[src/rtl/uart_frame_tx.sv]
// uart_frame_tx: buffers host payload bytes in a FIFO and, on send, emits
// one frame (HEAD0, HEAD1, LEN, payload[, checksum]) through the
// transceiver byte handshake.
// Optional macro: UART_FRAME_CKSUM_EN appends a sum-mod-256 checksum byte
// covering LEN and the payload.
//
// state  | meaning
// S_IDLE | waiting for send with at least one byte buffered
// S_H0   | first header byte
// S_H1   | second header byte
// S_LEN  | length byte
// S_PAY  | payload bytes, one FIFO pop per issue
// S_CKS  | checksum byte (UART_FRAME_CKSUM_EN only)
//
// Each non-idle state has two phases: issue (waiting=0, strobe once the
// transceiver is free) and wait (waiting=1, hold until uart_tx_over).
module uart_frame_tx #(
  parameter int         FIFO_DEPTH = 16,
  parameter logic [7:0] HEAD0      = 8'hEB,
  parameter logic [7:0] HEAD1      = 8'h90
) (
  input  logic                          clk,
  input  logic                          rst_n,
  input  logic [7:0]                    wr_data,
  input  logic                          wr_en,
  output logic                          wr_err,
  output logic [$clog2(FIFO_DEPTH):0]   fifo_count,
  input  logic                          send,
  output logic                          frame_busy,
  output logic                          frame_done,
  output logic [7:0]                    uart_tx_data,
  output logic                          uart_tx_data_ready,
  input  logic                          uart_tx_status,
  input  logic                          uart_tx_over
);

  localparam int AW = $clog2(FIFO_DEPTH);
  localparam int CW = AW + 1;

  typedef enum logic [2:0] {
    S_IDLE,
    S_H0,
    S_H1,
    S_LEN,
    S_PAY
`ifdef UART_FRAME_CKSUM_EN
    , S_CKS
`endif
  } state_t;

  logic [7:0]    mem [FIFO_DEPTH];
  logic [AW-1:0] wr_ptr;
  logic [AW-1:0] rd_ptr;
  logic [CW-1:0] count;
  logic          push_ok;
  logic          pop;
  logic [CW-1:0] eff_count;

  state_t        state, state_n;
  logic          waiting, waiting_n;
  logic [CW-1:0] rem_q, rem_n;
  logic [7:0]    tx_data_n;
  logic          tx_ready_n;
  logic          busy_n;
  logic          done_n;
  logic          last_over;
`ifdef UART_FRAME_CKSUM_EN
  logic [7:0]    cks_q, cks_n;
`endif

  // Pushes are refused while a frame is in flight so LEN stays consistent.
  assign push_ok    = wr_en && (count != CW'(FIFO_DEPTH)) && !frame_busy;
  assign eff_count  = count + CW'(push_ok);
  assign fifo_count = count;

  // Payload FIFO storage, pointers and occupancy.
  always_ff @(posedge clk or negedge rst_n) begin
    if (!rst_n) begin
      wr_ptr <= '0;
      rd_ptr <= '0;
      count  <= '0;
      for (int i = 0; i < FIFO_DEPTH; i++) mem[i] <= 8'h00;
    end else begin
      if (push_ok) begin
        mem[wr_ptr] <= wr_data;
        wr_ptr      <= wr_ptr + AW'(1);
      end
      if (pop) rd_ptr <= rd_ptr + AW'(1);
      if (push_ok && !pop)      count <= count + CW'(1);
      else if (pop && !push_ok) count <= count - CW'(1);
    end
  end

  // Dropped-push indication, one cycle after the attempt.
  always_ff @(posedge clk or negedge rst_n) begin
    if (!rst_n) wr_err <= 1'b0;
    else        wr_err <= wr_en && !push_ok;
  end

  // Frame sequencing, then issue of the byte belonging to the next state.
  // Issuing from the next state lets a strobe follow send or uart_tx_over
  // by one cycle.
  always_comb begin
    state_n    = state;
    waiting_n  = waiting;
    rem_n      = rem_q;
    tx_data_n  = uart_tx_data;
    tx_ready_n = 1'b0;
    busy_n     = frame_busy;
    done_n     = 1'b0;
    pop        = 1'b0;
    last_over  = 1'b0;
`ifdef UART_FRAME_CKSUM_EN
    cks_n      = cks_q;
`endif

    case (state)
      S_IDLE: begin
        if (send && (eff_count != '0)) begin
          state_n   = S_H0;
          waiting_n = 1'b0;
          rem_n     = eff_count;
          busy_n    = 1'b1;
`ifdef UART_FRAME_CKSUM_EN
          cks_n     = 8'h00;
`endif
        end
      end
      default: begin
        if (waiting && uart_tx_over) begin
          waiting_n = 1'b0;
          case (state)
            S_H0:  state_n = S_H1;
            S_H1:  state_n = S_LEN;
            S_LEN: state_n = S_PAY;
            S_PAY: begin
              if (rem_q == '0) begin
`ifdef UART_FRAME_CKSUM_EN
                state_n = S_CKS;
`else
                last_over = 1'b1;
`endif
              end
            end
`ifdef UART_FRAME_CKSUM_EN
            S_CKS: last_over = 1'b1;
`endif
            default: state_n = S_IDLE;
          endcase
        end
      end
    endcase

    if (last_over) begin
      state_n = S_IDLE;
      busy_n  = 1'b0;
      done_n  = 1'b1;
    end

    // The registered-strobe check keeps the strobe from ever lasting two cycles.
    if ((state_n != S_IDLE) && !waiting_n && !uart_tx_status && !uart_tx_data_ready) begin
      tx_ready_n = 1'b1;
      waiting_n  = 1'b1;
      case (state_n)
        S_H0: tx_data_n = HEAD0;
        S_H1: tx_data_n = HEAD1;
        S_LEN: begin
          tx_data_n = 8'(rem_n);
`ifdef UART_FRAME_CKSUM_EN
          cks_n     = cks_n + 8'(rem_n);
`endif
        end
        S_PAY: begin
          tx_data_n = mem[rd_ptr];
          pop       = 1'b1;
          rem_n     = rem_n - CW'(1);
`ifdef UART_FRAME_CKSUM_EN
          cks_n     = cks_n + mem[rd_ptr];
`endif
        end
`ifdef UART_FRAME_CKSUM_EN
        S_CKS: tx_data_n = cks_n;
`endif
        default: tx_data_n = uart_tx_data;
      endcase
    end
  end

  // FSM state and registered outputs.
  always_ff @(posedge clk or negedge rst_n) begin
    if (!rst_n) begin
      state              <= S_IDLE;
      waiting            <= 1'b0;
      rem_q              <= '0;
      uart_tx_data       <= 8'h00;
      uart_tx_data_ready <= 1'b0;
      frame_busy         <= 1'b0;
      frame_done         <= 1'b0;
`ifdef UART_FRAME_CKSUM_EN
      cks_q              <= 8'h00;
`endif
    end else begin
      state              <= state_n;
      waiting            <= waiting_n;
      rem_q              <= rem_n;
      uart_tx_data       <= tx_data_n;
      uart_tx_data_ready <= tx_ready_n;
      frame_busy         <= busy_n;
      frame_done         <= done_n;
`ifdef UART_FRAME_CKSUM_EN
      cks_q              <= cks_n;
`endif
    end
  end

endmodule

[config.mk]
export PLATFORM = sky130hd
export DESIGN_NAME = uart_frame_tx
export DESIGN_NICKNAME = d
export VERILOG_FILES = /design/src/rtl/uart_frame_tx.sv
export SDC_FILE = /design/constraint.sdc
export NUM_CORES = 1
export LEC_CHECK = 0
export ABC_CLOCK_PERIOD_IN_PS = 5400
export CORE_UTILIZATION = 23
export CTS_BUF_LIST = sky130_fd_sc_hd__clkbuf_16
export CTS_CLUSTER_DIAMETER = 80
export DETAILED_ROUTE_END_ITERATION = 8
export DONT_BUFFER_PORTS = 1
export PLACE_DENSITY_LB_ADDON = 0.1
export SLEW_MARGIN = 5
export SYNTH_ARGS = -nofsm -noshare
export SYNTH_HDL_FRONTEND = slang
export SYNTH_SLANG_ARGS = --single-unit
[constraint.sdc]
create_clock -name clk -period 5.4 [get_ports clk]
set_input_delay 1.62 -clock clk [delete_from_list [all_inputs] [get_ports clk]]
set_output_delay 1.62 -clock clk [all_outputs]
set_load 0.02 [all_outputs]
==> run metrics <==
Synth Cell Area 0.00781 mm2; initial DRC count 181; RSZ-0062 raised after global routing false; cell row count 67; clk sinks 162; GR peak layer met2; reg-to-reg slack, setup 1.39 ns; initial antenna violation count 0; WP data required 5.70 ns; GR Util met2 20.7%; CTS buffer count 17; final RePlAce weighted congestion 0.763; Gate Count Post-Synth 548; Final setup viols 0; hold_buf cts 0; Max-Slew Margin vs Limit 36.1%; vias in the first global route 4933; Post-route DRC 0; number of synthesized flops with an enable pin 0; Hold Vio Cnt, Final 0; status finished clean; WHS Endpoint mem[47]; average size of a mapped cell 14.3 um2; Post-Layout Inst Area 0.00883 mm2; share of layout cells above drive strength 1 40.5%; WP data arrival 4.53 ns; clk_lat worst skew 0.43 ns; max-cap viol count 0; Seq/Total Area, Yosys 51.9%; WL final 20000 um; Slowest cell on crit path fa_1; Seq cells post-synth 162; number of inserted diodes 0; Post-layout nets 567; Worst path most repeated cell ha_1; final setup TNS 0 ns; Yosys top cell by area dfrtp_1; Crit. End Element flip-flop; largest cells by area after synthesis dfrtp_1 (52%), mux2_2 (20%), mux4_2 (9.2%); CP max FO 4; power density over the cells 276 mW/mm2; Vias 4472; Avg WL per Cell 20.0 um; CP peak stage delay 0.42 ns; fin cells 1001; Die W 186 um; Pleak 4.06 nW; Slew Viols, Final 0; CP Class in2reg; DP HPWL 13100 um; initial core utilization 23.4%; First-pass DRT Iterations 4; Final Critical Period 4.23 ns; top_reg_cell synth dfrtp_1; placed cell area 0.00825 mm2; reg-to-reg critical path startpoint fifo_count[2]; worst r2r dst fifo_count[4]; Layout area overhead 13.0%; Antenna Nets Post-Route 0; Clock Path Buffers 2; Mapped Nets 575; met3 usage 2.65%; first-pass GRT wire length 31600 um; Post-synth ARST share 100%; Core Region 0.0334 mm2; Buffers on Ports 0; post_cts resized 0; final worst path period share 78.3%; global-route usage over all layers 12.2%; min-delay src mem[47]; Vias/cell 4.47; Peak Freq 0.236 GHz; GR Util met1 15.6%; Reg2Reg Depth 18; H-Tree Depth 4; hold depth 1; Hold Slack 0.502 ns; area of the die 0.0347 mm2; Slew @ Worst Pin 0.958 ns; die height 186 um; clk slew on worst S/H paths 0.07 ns; top-count cell post-synth dfrtp_1; CP startpoint kind input pin; largest net degree at the start of global routing 163; skew final 0.00936 ns; CTS tree done; postcts setup bufs 0; post-synthesis cell type count 55; placed instance count 969; CTS root buf clkbuf_16; Post-synth top cells dfrtp_1 (162), mux2_2 (140), mux4_2 (32); yosys warns 0; worst vdd ir 0.209 mV; total I/O pin count 31; top cell type's share of synthesized area 51.9%; worst path cell trace and3_1 > ha_1 > ha_1 > nor3_1 > a31oi_1 > o31ai_2 > a2111oi_4 > inv_1 > ha_1 > inv_1 > fa_1 > a21o_1 > a21oi_1 > xnor2_1 > nor2_1 > xor2_1; grt ovf 0; Hold Crit Class reg2reg
sequential cells by signal (all words and copies together) (netlist names):
signal and flops:
frame_busy 1, wr_err 1, uart_tx_data_ready 1, state 3, rem_q 5, waiting 1, frame_done 1, uart_tx_data 8
fifo_count 5, rd_ptr 4, wr_ptr 4, mem 128
area by class of cell:
cell class	instances	area, um2
Fill cell	3439	24600
Sequential cell	162	4060
Multi-Input combinational cell	344	3550
Tap cell	448	561
Clock buffer	17	425
Clock inverter	15	156
Timing Repair Buffer	8	60.1
Inverter	7	26.3
cells in the final DEF (no fill, tap or decap), types with 2 or more instances in the layout:
| cell type | n |
|---|---|
| a211oi_1 | 2 |
| inv_6 | 4 |
| nand3_1 | 15 |
| nor3_1 | 2 |
| nor4_1 | 2 |
| dfrtp_1 | 161 |
| mux4_2 | 32 |
| xor2_1 | 9 |
| o22ai_1 | 4 |
| xnor2_1 | 13 |
| o22a_1 | 4 |
| clkbuf_16 | 17 |
| mux2_2 | 140 |
| and2b_2 | 2 |
| buf_4 | 8 |
| inv_1 | 7 |
| clkinvlp_4 | 3 |
| nor2_1 | 15 |
| bufinv_16 | 2 |
| o31ai_1 | 2 |
| a21oi_1 | 12 |
| ha_1 | 12 |
| nand2_1 | 11 |
| a21o_1 | 3 |
| clkinv_2 | 3 |
| nor2b_1 | 5 |
| o21ai_0 | 13 |
| a22oi_1 | 3 |
| nand4_1 | 8 |
| mux2i_1 | 10 |
report_power, final:
group	switching (W)	leakage, nW	internal, W	total (W)
logic	0.00000241	1.54	0.00000299	0.00000539
registers	0.000000612	2.24	0.00121	0.00121
clock network	0.000529	0.280	0.000686	0.00122
total	0.000532	4.06	0.00190	0.00243
critical path, delay by kind of cell:
kind / cells / cell delay [ns]
adder cells (fa/ha/maj): 4 / 1.02
AO/OA/AOI/OAI: 5 / 1.00
AND/OR/NAND/NOR: 3 / 0.42
XOR/XNOR: 2 / 0.28
buffers and inverters: 2 / 0.18
how the worst max path moves through the flow:
stage / cells past startpoint / end / slack [ns] / start
final: 16 / fifo_count[4] / 1.17 / wr_en
after CTS: 16 / fifo_count[4] / 1.17 / wr_en
after floorplan: 18 / fifo_count[4] / 0.20 / wr_en
after global routing: 16 / fifo_count[4] / 0.88 / wr_en
after global placement: 16 / fifo_count[4] / 0.79 / wr_en
after detailed placement: 16 / fifo_count[4] / 0.71 / wr_en
stage by stage:
stage | utilization, % | worst slack (ns) | power (W)
6_report | 26.4 | 1.17 | 0.00243
5_1_grt | 26.4 | 0.880 | 0.00254
4_1_cts | 26.4 | 1.17 | 0.00248
3_5_place_dp | 24.7 | 0.715 | 0.00124
3_3_place_gp | 24.7 | 0.786 | 0.00124
2_1_floorplan | - | 0.204 | 0.00125
metal layers:
| metal | part of all wire [%] | vias up |
|---|---|---|
| met2 | 51 | 60 |
| met5 | 0 | - |
| met3 | 2.9 | 10 |
| met4 | 0.98 | 0 |
| li1 | - | 2020 |
| met1 | 45 | 2382 |
cell families after synthesis:
kind of cell	synth area share, %
AND/OR/NAND/NOR	4.98
flip-flops	51.9
AO/OA/AOI/OAI	5.08
XOR/XNOR	2.47
adder cells (fa/ha/maj)	2.18
multiplexers	30.7
buffers and inverters	2.74
(Power assumes the default switching activity.)
